[src/rtl/parity_pkg.sv]
// Shared parity encodings and sizing helper for the parity stream unit.
package parity_pkg;

  localparam logic PAR_EVEN = 1'b0;
  localparam logic PAR_ODD  = 1'b1;
  localparam logic MODE_GEN = 1'b0;
  localparam logic MODE_CHK = 1'b1;

  // Index width for a counter spanning n values; never narrower than 1 bit.
  function automatic int unsigned idx_width(input int unsigned n);
    return (n < 2) ? 1 : $clog2(n);
  endfunction

endpackage

[src/rtl/parity_calc.sv]
// Combinational XOR reduction of a data word with odd/even selection.
module parity_calc #(
  parameter int unsigned DATA_W = 8
) (
  input  logic [DATA_W-1:0] data,
  input  logic              odd_sel,
  output logic              raw_c,
  output logic              par_c
);

  assign raw_c = ^data;
  assign par_c = raw_c ^ odd_sel;

endmodule

[src/rtl/parity_stream_unit.sv]
// Registered parity generator/checker on a valid/ready stream with per-block
// parity and a saturating error counter.
module parity_stream_unit
  import parity_pkg::*;
#(
  parameter int unsigned DATA_W    = 8,
  parameter int unsigned BLOCK_LEN = 4,
  parameter int unsigned CNT_W     = 8
) (
  input  logic              clk,
  input  logic              rst_n,
  input  logic              odd_mode,
  input  logic              check_mode,
  input  logic              in_valid,
  output logic              in_ready,
  input  logic [DATA_W-1:0] in_data,
  input  logic              in_par,
  output logic              out_valid,
  input  logic              out_ready,
  output logic [DATA_W-1:0] out_data,
  output logic              out_par,
  output logic              out_err,
  output logic              out_last,
  output logic              out_blk_par,
  input  logic              clr_cnt,
  output logic [CNT_W-1:0]  err_cnt
);

  localparam int unsigned IDX_W = idx_width(BLOCK_LEN);

  logic              out_valid_q,   out_valid_d;
  logic [DATA_W-1:0] out_data_q,    out_data_d;
  logic              out_par_q,     out_par_d;
  logic              out_err_q,     out_err_d;
  logic              out_last_q,    out_last_d;
  logic              out_blk_par_q, out_blk_par_d;
  logic [CNT_W-1:0]  err_cnt_q,     err_cnt_d;
  logic [IDX_W-1:0]  word_idx_q,    word_idx_d;
  logic              acc_q,         acc_d;

  logic odd_sel;
  logic raw_par;
  logic word_par;
  logic accept;
  logic is_last;
  logic err_now;

  assign odd_sel = (odd_mode == PAR_ODD);

  parity_calc #(.DATA_W(DATA_W)) u_calc (
    .data    (in_data),
    .odd_sel (odd_sel),
    .raw_c   (raw_par),
    .par_c   (word_par)
  );

  assign in_ready = !out_valid_q || out_ready;
  assign accept   = in_valid && in_ready;
  assign is_last  = (word_idx_q == IDX_W'(BLOCK_LEN - 1));
  assign err_now  = (check_mode == MODE_CHK) && ((raw_par ^ in_par) != odd_sel);

  // Output slice, block tracking and error counter next-state.
  always_comb begin
    out_valid_d   = out_valid_q;
    out_data_d    = out_data_q;
    out_par_d     = out_par_q;
    out_err_d     = out_err_q;
    out_last_d    = out_last_q;
    out_blk_par_d = out_blk_par_q;
    err_cnt_d     = err_cnt_q;
    word_idx_d    = word_idx_q;
    acc_d         = acc_q;

    if (out_valid_q && out_ready) begin
      out_valid_d = 1'b0;
    end

    if (accept) begin
      out_valid_d = 1'b1;
      out_data_d  = in_data;
      out_par_d   = (check_mode == MODE_CHK) ? in_par : word_par;
      out_err_d   = err_now;
      out_last_d  = is_last;
      if (is_last) begin
        out_blk_par_d = acc_q ^ word_par;
        acc_d         = 1'b0;
        word_idx_d    = '0;
      end else begin
        out_blk_par_d = 1'b0;
        acc_d         = acc_q ^ raw_par;
        word_idx_d    = word_idx_q + IDX_W'(1);
      end
    end

    // Clear wins over a coincident erroring accept.
    if (clr_cnt) begin
      err_cnt_d = '0;
    end else if (accept && err_now && (err_cnt_q != {CNT_W{1'b1}})) begin
      err_cnt_d = err_cnt_q + CNT_W'(1);
    end
  end

  always_ff @(posedge clk or negedge rst_n) begin
    if (!rst_n) begin
      out_valid_q   <= 1'b0;
      out_data_q    <= '0;
      out_par_q     <= 1'b0;
      out_err_q     <= 1'b0;
      out_last_q    <= 1'b0;
      out_blk_par_q <= 1'b0;
      err_cnt_q     <= '0;
      word_idx_q    <= '0;
      acc_q         <= 1'b0;
    end else begin
      out_valid_q   <= out_valid_d;
      out_data_q    <= out_data_d;
      out_par_q     <= out_par_d;
      out_err_q     <= out_err_d;
      out_last_q    <= out_last_d;
      out_blk_par_q <= out_blk_par_d;
      err_cnt_q     <= err_cnt_d;
      word_idx_q    <= word_idx_d;
      acc_q         <= acc_d;
    end
  end

  assign out_valid   = out_valid_q;
  assign out_data    = out_data_q;
  assign out_par     = out_par_q;
  assign out_err     = out_err_q;
  assign out_last    = out_last_q;
  assign out_blk_par = out_blk_par_q;
  assign err_cnt     = err_cnt_q;

endmodule

[config.mk]
export PLATFORM = sky130hd
export DESIGN_NAME = parity_stream_unit
export DESIGN_NICKNAME = d
export VERILOG_FILES = /design/src/rtl/parity_pkg.sv /design/src/rtl/parity_calc.sv /design/src/rtl/parity_stream_unit.sv
export SDC_FILE = /design/constraint.sdc
export NUM_CORES = 1
export LEC_CHECK = 0
export BUFFER_PORTS_ARGS = -buffer_cell sky130_fd_sc_hd__clkbuf_2
export CORE_MARGIN = 2
export CORE_UTILIZATION = 50
export DETAILED_ROUTE_END_ITERATION = 8
export PLACE_DENSITY = 0.77
export RECOVER_POWER = 25
export SLEW_MARGIN = 20
export SYNTH_ARGS = -nofsm -noshare
export SYNTH_HDL_FRONTEND = slang
export SYNTH_HIERARCHICAL = 1
export SYNTH_SLANG_ARGS = --single-unit
[constraint.sdc]
create_clock -name clk -period 1.8 [get_ports clk]
set_clock_uncertainty 0.05 [all_clocks]
set_input_delay 0.09 -clock clk [delete_from_list [all_inputs] [get_ports clk]]
set_output_delay 0.09 -clock clk [all_outputs]
set_load 0.02 [all_outputs]
==> results of run 1 <==
-- worst max path at each step --
stage	startpoint	to	slack (ps)	depth (start not counted)
after floorplan	in_data[3]	err_cnt[3]	30	7
after global placement	in_data[1]	err_cnt[1]	-150	9
after detailed placement	in_data[3]	err_cnt[1]	-260	9
after CTS	in_data[3]	err_cnt[1]	100	9
after global routing	in_data[1]	err_cnt[7]	-20	9
final	in_data[1]	err_cnt[1]	50	9
-- timing repair --
item                                    in CTS  in global routing
endpoints found under the setup margin       0                  4
resized for setup                            0                  5
hold endpoints to repair                    41                  0
buffers inserted                             0                  1
hold buffers                                11                  0
-- synthesized netlist by cell type --
cell type  count  area, sq um
or3b_1         1         8.76
nor2_1         1         3.75
buf_1          1         3.75
o31ai_1        5         37.5
xnor3_1        1         22.5
or4b_1         1         10.0
and4_4         2         22.5
ha_1           2         25.0
nor3_1         1         5.00
o21ai_0        5         25.0
xnor2_1        6         52.6
nand3_1        3         15.0
buf_6          2         22.5
buf_2          1         5.00
mux2_2        10          113
xor3_2         1         25.0
o41ai_1        1         8.76
mux2i_1        1         10.0
nand2_1       10         37.5
or3_1          1         6.26
or4_1          6         45.0
nand4_4        1         21.3
inv_1          1         3.75
xor2_1         2         17.5
nand2b_1       2         12.5
a21o_1         1         7.51
a21oi_1        8         40.0
dfrtp_1       24          601
or2_2          1         6.26
-- worst max-delay path: cells and delay by family --
family	cells	cell delay, ps
simple gates	2	490
buf+inv	2	260
xor+xnor	4	970
compound gates	1	140
-- power by group through the flow --
stage | logic [mW] | registers (mW) | clock network [mW]
floorplan | 0.237 | 0.766 | 0
global placement | 0.454 | 0.691 | 0
detailed placement | 0.473 | 0.699 | 0
CTS | 0.492 | 0.688 | 0.299
global route | 0.579 | 0.701 | 0.323
finish | 0.532 | 0.689 | 0.285
-- layout make-up --
cell class,instances,area [sq um]
multi-input cells,74,617
flip-flops and latches,24,601
fillers,172,589
repair buffers,58,373
clock buffers,4,36.3
well taps,28,35.0
inverters,1,3.75
-- metrics by stage --
step	setup slack, ps	area [sq um]	TNS [ps]	hold slack [ps]
5_1_grt	-17.2	1670	-39.2	67.0
2_1_floorplan	31.7	1210	0	-256
6_report	45.9	1670	0	34.6
3_3_place_gp	-147	1470	-1020	64.5
4_1_cts	96.2	1620	0	28.0
3_5_place_dp	-262	1470	-1750	68.9
-- state kept, by name (all words and copies together), names as in the netlist --
register and flops:
out_data 8, out_blk_par 1, word_idx_q 2, out_par 1, out_err 1, acc_q 1
out_valid 1, out_last 1, err_cnt 8
-- metal layers --
metal	share of wire	GRT usage	up-vias
met1	0.44	0.268	488
li1	-	-	496
met4	0.012	0.0769	0
met5	0	0	-
met3	0.043	0.0254	4
met2	0.50	0.344	28
-- layout by cell type (no fill, tap or decap), drive strengths merged, types with 2 or more instances in the layout --
cell type and count:
dfrtp 24, o21ai 5, xor2 2, xnor2 6, o31ai 5, nand2b 2, ha 2, dlygate4sd3 11
nand4 2, and4 2, buf 10, or4 6, a21oi 8, clkbuf 41, mux2 10, nand2 10
nand3 3
-- logic make-up after synthesis --
| group | Yosys count |
|---|---|
| xor gates and xnor gates | 10 |
| DFF | 24 |
| adders and majority gates | 2 |
| buffers and inverters | 5 |
| AOI/OAI and AO/OA | 20 |
| and+or+nand+nor | 30 |
| muxes | 11 |
==> run metrics, run 1 <==
largest net degree at the start of global routing 25; Simple-Gate Fraction of Synth Area 0.160; Top Ports 38; PD cells around 900 mW/mm^2; Logic pwr share 0.353; Slew @ Worst Pin 1270 ps; cell-by-cell listing of the critical path clkbuf_2, xnor2_1, xnor2_1, xnor2_2, xor3_2, nand4_4, buf_6, or3b_1, a21oi_2; register area share after synthesis 0.495; clk sink count 24; first-pass GRT wire length 4250 microns; Worst Path Max Fanout 6; Final nets 180; Worst R2R Setup Slack 90 ps; Post-Synthesis Cells 102; vias in the first global route 974; fraction of layout cells with a size suffix above 1 0.435; Leak Pwr just under 0.8 nW; Worst setup EP type flip-flop; DRC viols 0; Clk pwr share 0.189; Net Sw Power around 490 uW; Avg WL per Cell 13.9 microns; Crit-path slowest cell xor3_2; reg-to-reg endpoint err_cnt[3]; Final setup viols 0; placed cells 172; Compound-Gate Fraction of Synth Area 0.0979; Internal between 1 and 1.5 mW; ant diodes 0; final worst-path cycle share 0.975; worst min-delay path class input port to flip-flop; worst hold stages 3; Slew Viols, Final 0; die area 0.00284 sq mm; Reg power frac 0.457; final hold vios 0; Ys Warns 6; Starting Density 0.538; Port-buffer cells 37; Reg2Reg Depth 4; Max Cap Viol 0; H-tree levels 1; Max-slew headroom 0.150; highest achievable clock rate 570 MHz; DR vias/cell between 5 and 6; drt total wl 2620 microns; run status finished, final reports clean; synthesized area 0.00121 sq mm; number of DRC violations after detailed-routing iteration 0 18; Unique masters post-synth 29; beginning of the worst register-to-register path err_cnt[3]; hold_sp in_par; Skew-Pair Late Insertion Delay 320 ps; Post-Synth Adder-Cell Area 0.0206; total power 1.51 mW; clk root buf clkbuf_4; die height 53.3 microns; most frequent CP cell xnor2_1; global route overflow 0; Die Wd 53.3 microns; end of the worst hold path out_par; GPL Wtd Cong 0.747; Non-Filler Instances 189; drt pass-1 iters 4; Syn Nets 120; ANT nets after route 0; portion of netlist area occupied by mux cells 0.101; post-synthesis sequential element count 24; Core Area 0.00225 sq mm; Crit path required time about 2000 ps; Mapped Avg Cell Area 11.9 sq um; Max Root-Sink Buffers 2; VDD IR max 0.704 mV; vias post-DR 1,016; worst path arrival time between 1500 and 2000 ps; initial antenna violation count 0; crit start category input port; switching part of the total 0.328; xor-xnor portion of the synthesized cell area 0.0969; total track usage 0.205; fin crit period 1750 ps; CTS tree built; CP max stage delay 370 ps; Layout area overhead 37.2%; largest family of logic cells by synthesized area simple AND/OR/NAND/NOR gates; clock buffer count from CTS 3; detailed placement HPWL 1800 microns; clk slew on worst S/H paths 130 ps; final core occ 0.739; Site Rows 17; CP Class input port to flip-flop
(Power assumes the default switching activity.)
==> run 2: changes to the inputs <==
--- a/config.mk
+++ b/config.mk
@@ -7,9 +7,9 @@
 export LEC_CHECK = 0
 export BUFFER_PORTS_ARGS = -buffer_cell sky130_fd_sc_hd__clkbuf_2
 export CORE_MARGIN = 2
-export CORE_UTILIZATION = 50
+export CORE_UTILIZATION = 35
 export DETAILED_ROUTE_END_ITERATION = 8
-export PLACE_DENSITY = 0.77
+export PLACE_DENSITY = 0.57
 export RECOVER_POWER = 25
 export SLEW_MARGIN = 20
 export SYNTH_ARGS = -nofsm -noshare
==> run metrics, run 2 (same netlist as run 1, synthesis figures left out) <==
worst slack, placed -228 ps (+33.9 ps); Port-buffer cells 37 (unchanged); total track usage 0.140 (-0.0646); initial antenna violation count 0 (unchanged); fin crit period 1680 ps (-75.0 ps); GPL Wtd Cong 0.795 (+6.4%); Max Cap Viol 0 (unchanged); crit start category input port; number of DRC violations after detailed-routing iteration 0 22 (+4); delay-heaviest family, CP XOR/XNOR gates; reg-to-reg endpoint err_cnt[3]; worst min-delay path class input port to flip-flop; Max Root-Sink Buffers 2 (unchanged); routed length on met2 1200 microns (-9.2%); PD cells 946 mW/mm^2 (+4.6%); top sig layer met4; Slew Viols, Final 0 (unchanged); Critical path origin in_data[7]; CTS tree built; ANT nets after route 0 (unchanged); FF+latch area 601 sq um (unchanged); beginning of the worst register-to-register path err_cnt[0]; vias post-DR 991 (-2.5%); worst path arrival time 1890 ps (-60 ps); Site Rows 21 (+4); Crit path required time 2010 ps (about the same); clk sink count 24 (unchanged); DR vias/cell 4.83 (-10%); hold_ws 35.8 ps (+1.17 ps); Die Wd 62.9 microns (+18%); Worst setup EP type flip-flop; largest net degree at the start of global routing 25 (unchanged); die area 0.00395 sq mm (+39%); die height 62.9 microns (+18%); run status finished, final reports clean; area of the multi-input gates 578 sq um (-6.3%); final worst-path cycle share 0.933 (-0.0417); drt total wl 2510 microns (-4.2%); global route overflow 0 (unchanged); critical path depth in cells 8 (-1); buffers inserted by post-CTS timing repair 0 (unchanged); Non-Filler Instances 205 (+8.5%); cell-by-cell listing of the critical path clkbuf_2, xnor2_1, xnor2_1, xnor2_1, xor3_2, nand4_4, or4_1, a21oi_1; clock buffer count from CTS 3 (unchanged); highest achievable clock rate 596 MHz (+4.5%); Top Ports 38 (unchanged); CP Class input port to flip-flop; crit path to err_cnt[3]; met1 WL 1190 microns (+2.7%); Crit-path slowest cell or4_1; most frequent CP cell xnor2_1; Final nets 178 (-1.1%); clk slew on worst S/H paths 140 ps (about the same); total power 1.56 mW (+3.6%); setup TNS 0 ps (unchanged); H-tree levels 1 (unchanged); clk root buf clkbuf_4; VDD IR max 0.374 mV (-47%); Reg2Reg Depth 4 (unchanged); cts repair resizes 0 (unchanged); final hold vios 0 (unchanged); Final setup viols 0 (unchanged); RSZ-0062 raised after global routing no; leading cell type in the layout, fill and taps excluded clkbuf_2; Max-slew headroom 0.147 (-0.00335); final core occ 0.494 (-0.244); detailed placement HPWL 1850 microns (+2.3%); Starting Density 0.364 (-0.175); Leak Pwr 0.773 nW (-2.3%); final setup margin 121 ps (+75.0 ps); fraction of layout cells with a size suffix above 1 0.415 (-0.0197); Skew-Pair Late Insertion Delay 320 ps (about the same); vias in the first global route 966 (-0.82%); ant diodes 0 (unchanged); DRC viols 0 (unchanged); Core Area 0.00334 sq mm (+48%); met3 wire length 96 microns (-16%); most frequent cells in the layout clkbuf_2 (36), dfrtp_1 (24), buf_4 (11); Worst R2R Setup Slack 150 ps (+60 ps); Buf/Inv on CP 1 (-1); post-route design area 0.00165 sq mm (-0.98%); Avg WL per Cell 12.3 microns (-12%); drt pass-1 iters 4 (unchanged); placed cells 192 (+12%); Filler Cell Count 327 (+90%); placed inst area 0.00151 sq mm (+2.6%); Slew @ Worst Pin 1280 ps (+5.02 ps); hold_sp in_par; CP max stage delay 510 ps (+140 ps); first-pass GRT wire length 4410 microns (+3.7%); Layout area overhead 35.9%; Worst Path Max Fanout 13 (+7)
-- run 2: cell types whose count changed in the layout (fill, tap and decap cells not counted), moves of 2 or more --
cell and delta:
xnor2_1 +3, xnor2_2 -3, buf_4 +2, dlygate4sd3_1 -2
-- run 2: report_power, final --
part / total, mW / internal, mW / switching [mW]
clock network: 0.394 / 0.225 / 0.169
logic: 0.477 / 0.229 / 0.248
registers: 0.688 / 0.631 / 0.0576
-- run 2: layout make-up --
type / instances / share of cell area
clock inverter: 1 / 0.0182
clock buffer: 3 / 0.0137
tap: 46 / 0.0349
sequential: 24 / 0.364
timing repair buffer: 57 / 0.216
inverter: 1 / 0.00228
multi-input combinational: 73 / 0.351
-- run 2: metal layers --
metal | GRT usage | vias to the layer above
met2 | 0.229 | 23
met5 | 0 | -
met1 | 0.184 | 468
li1 | - | 496
met3 | 0.0234 | 4
met4 | 0.0583 | 0
-- run 2: what timing repair did --
item	CTS	global route
setup endpoints to repair	0	0
hold buffers	9	0
hold endpoints to repair	37	0
-- run 2: worst min path at each step --
stage               depth (start not counted)         end  slack (ps)
finish                                      3     out_par          40
global route                                3     out_par          30
CTS                                         3     out_par          30
detailed placement                          1  err_cnt[0]          80
global placement                            1  err_cnt[0]          80
floorplan                                   0       acc_q        -260
-- run 2: worst reg2reg max path, cell delays in order, from the launching register on --
cell and delay (ps):
dfrtp_1 450, ha_1 240, and4_4 200, or4_1 510
a21oi_1 150
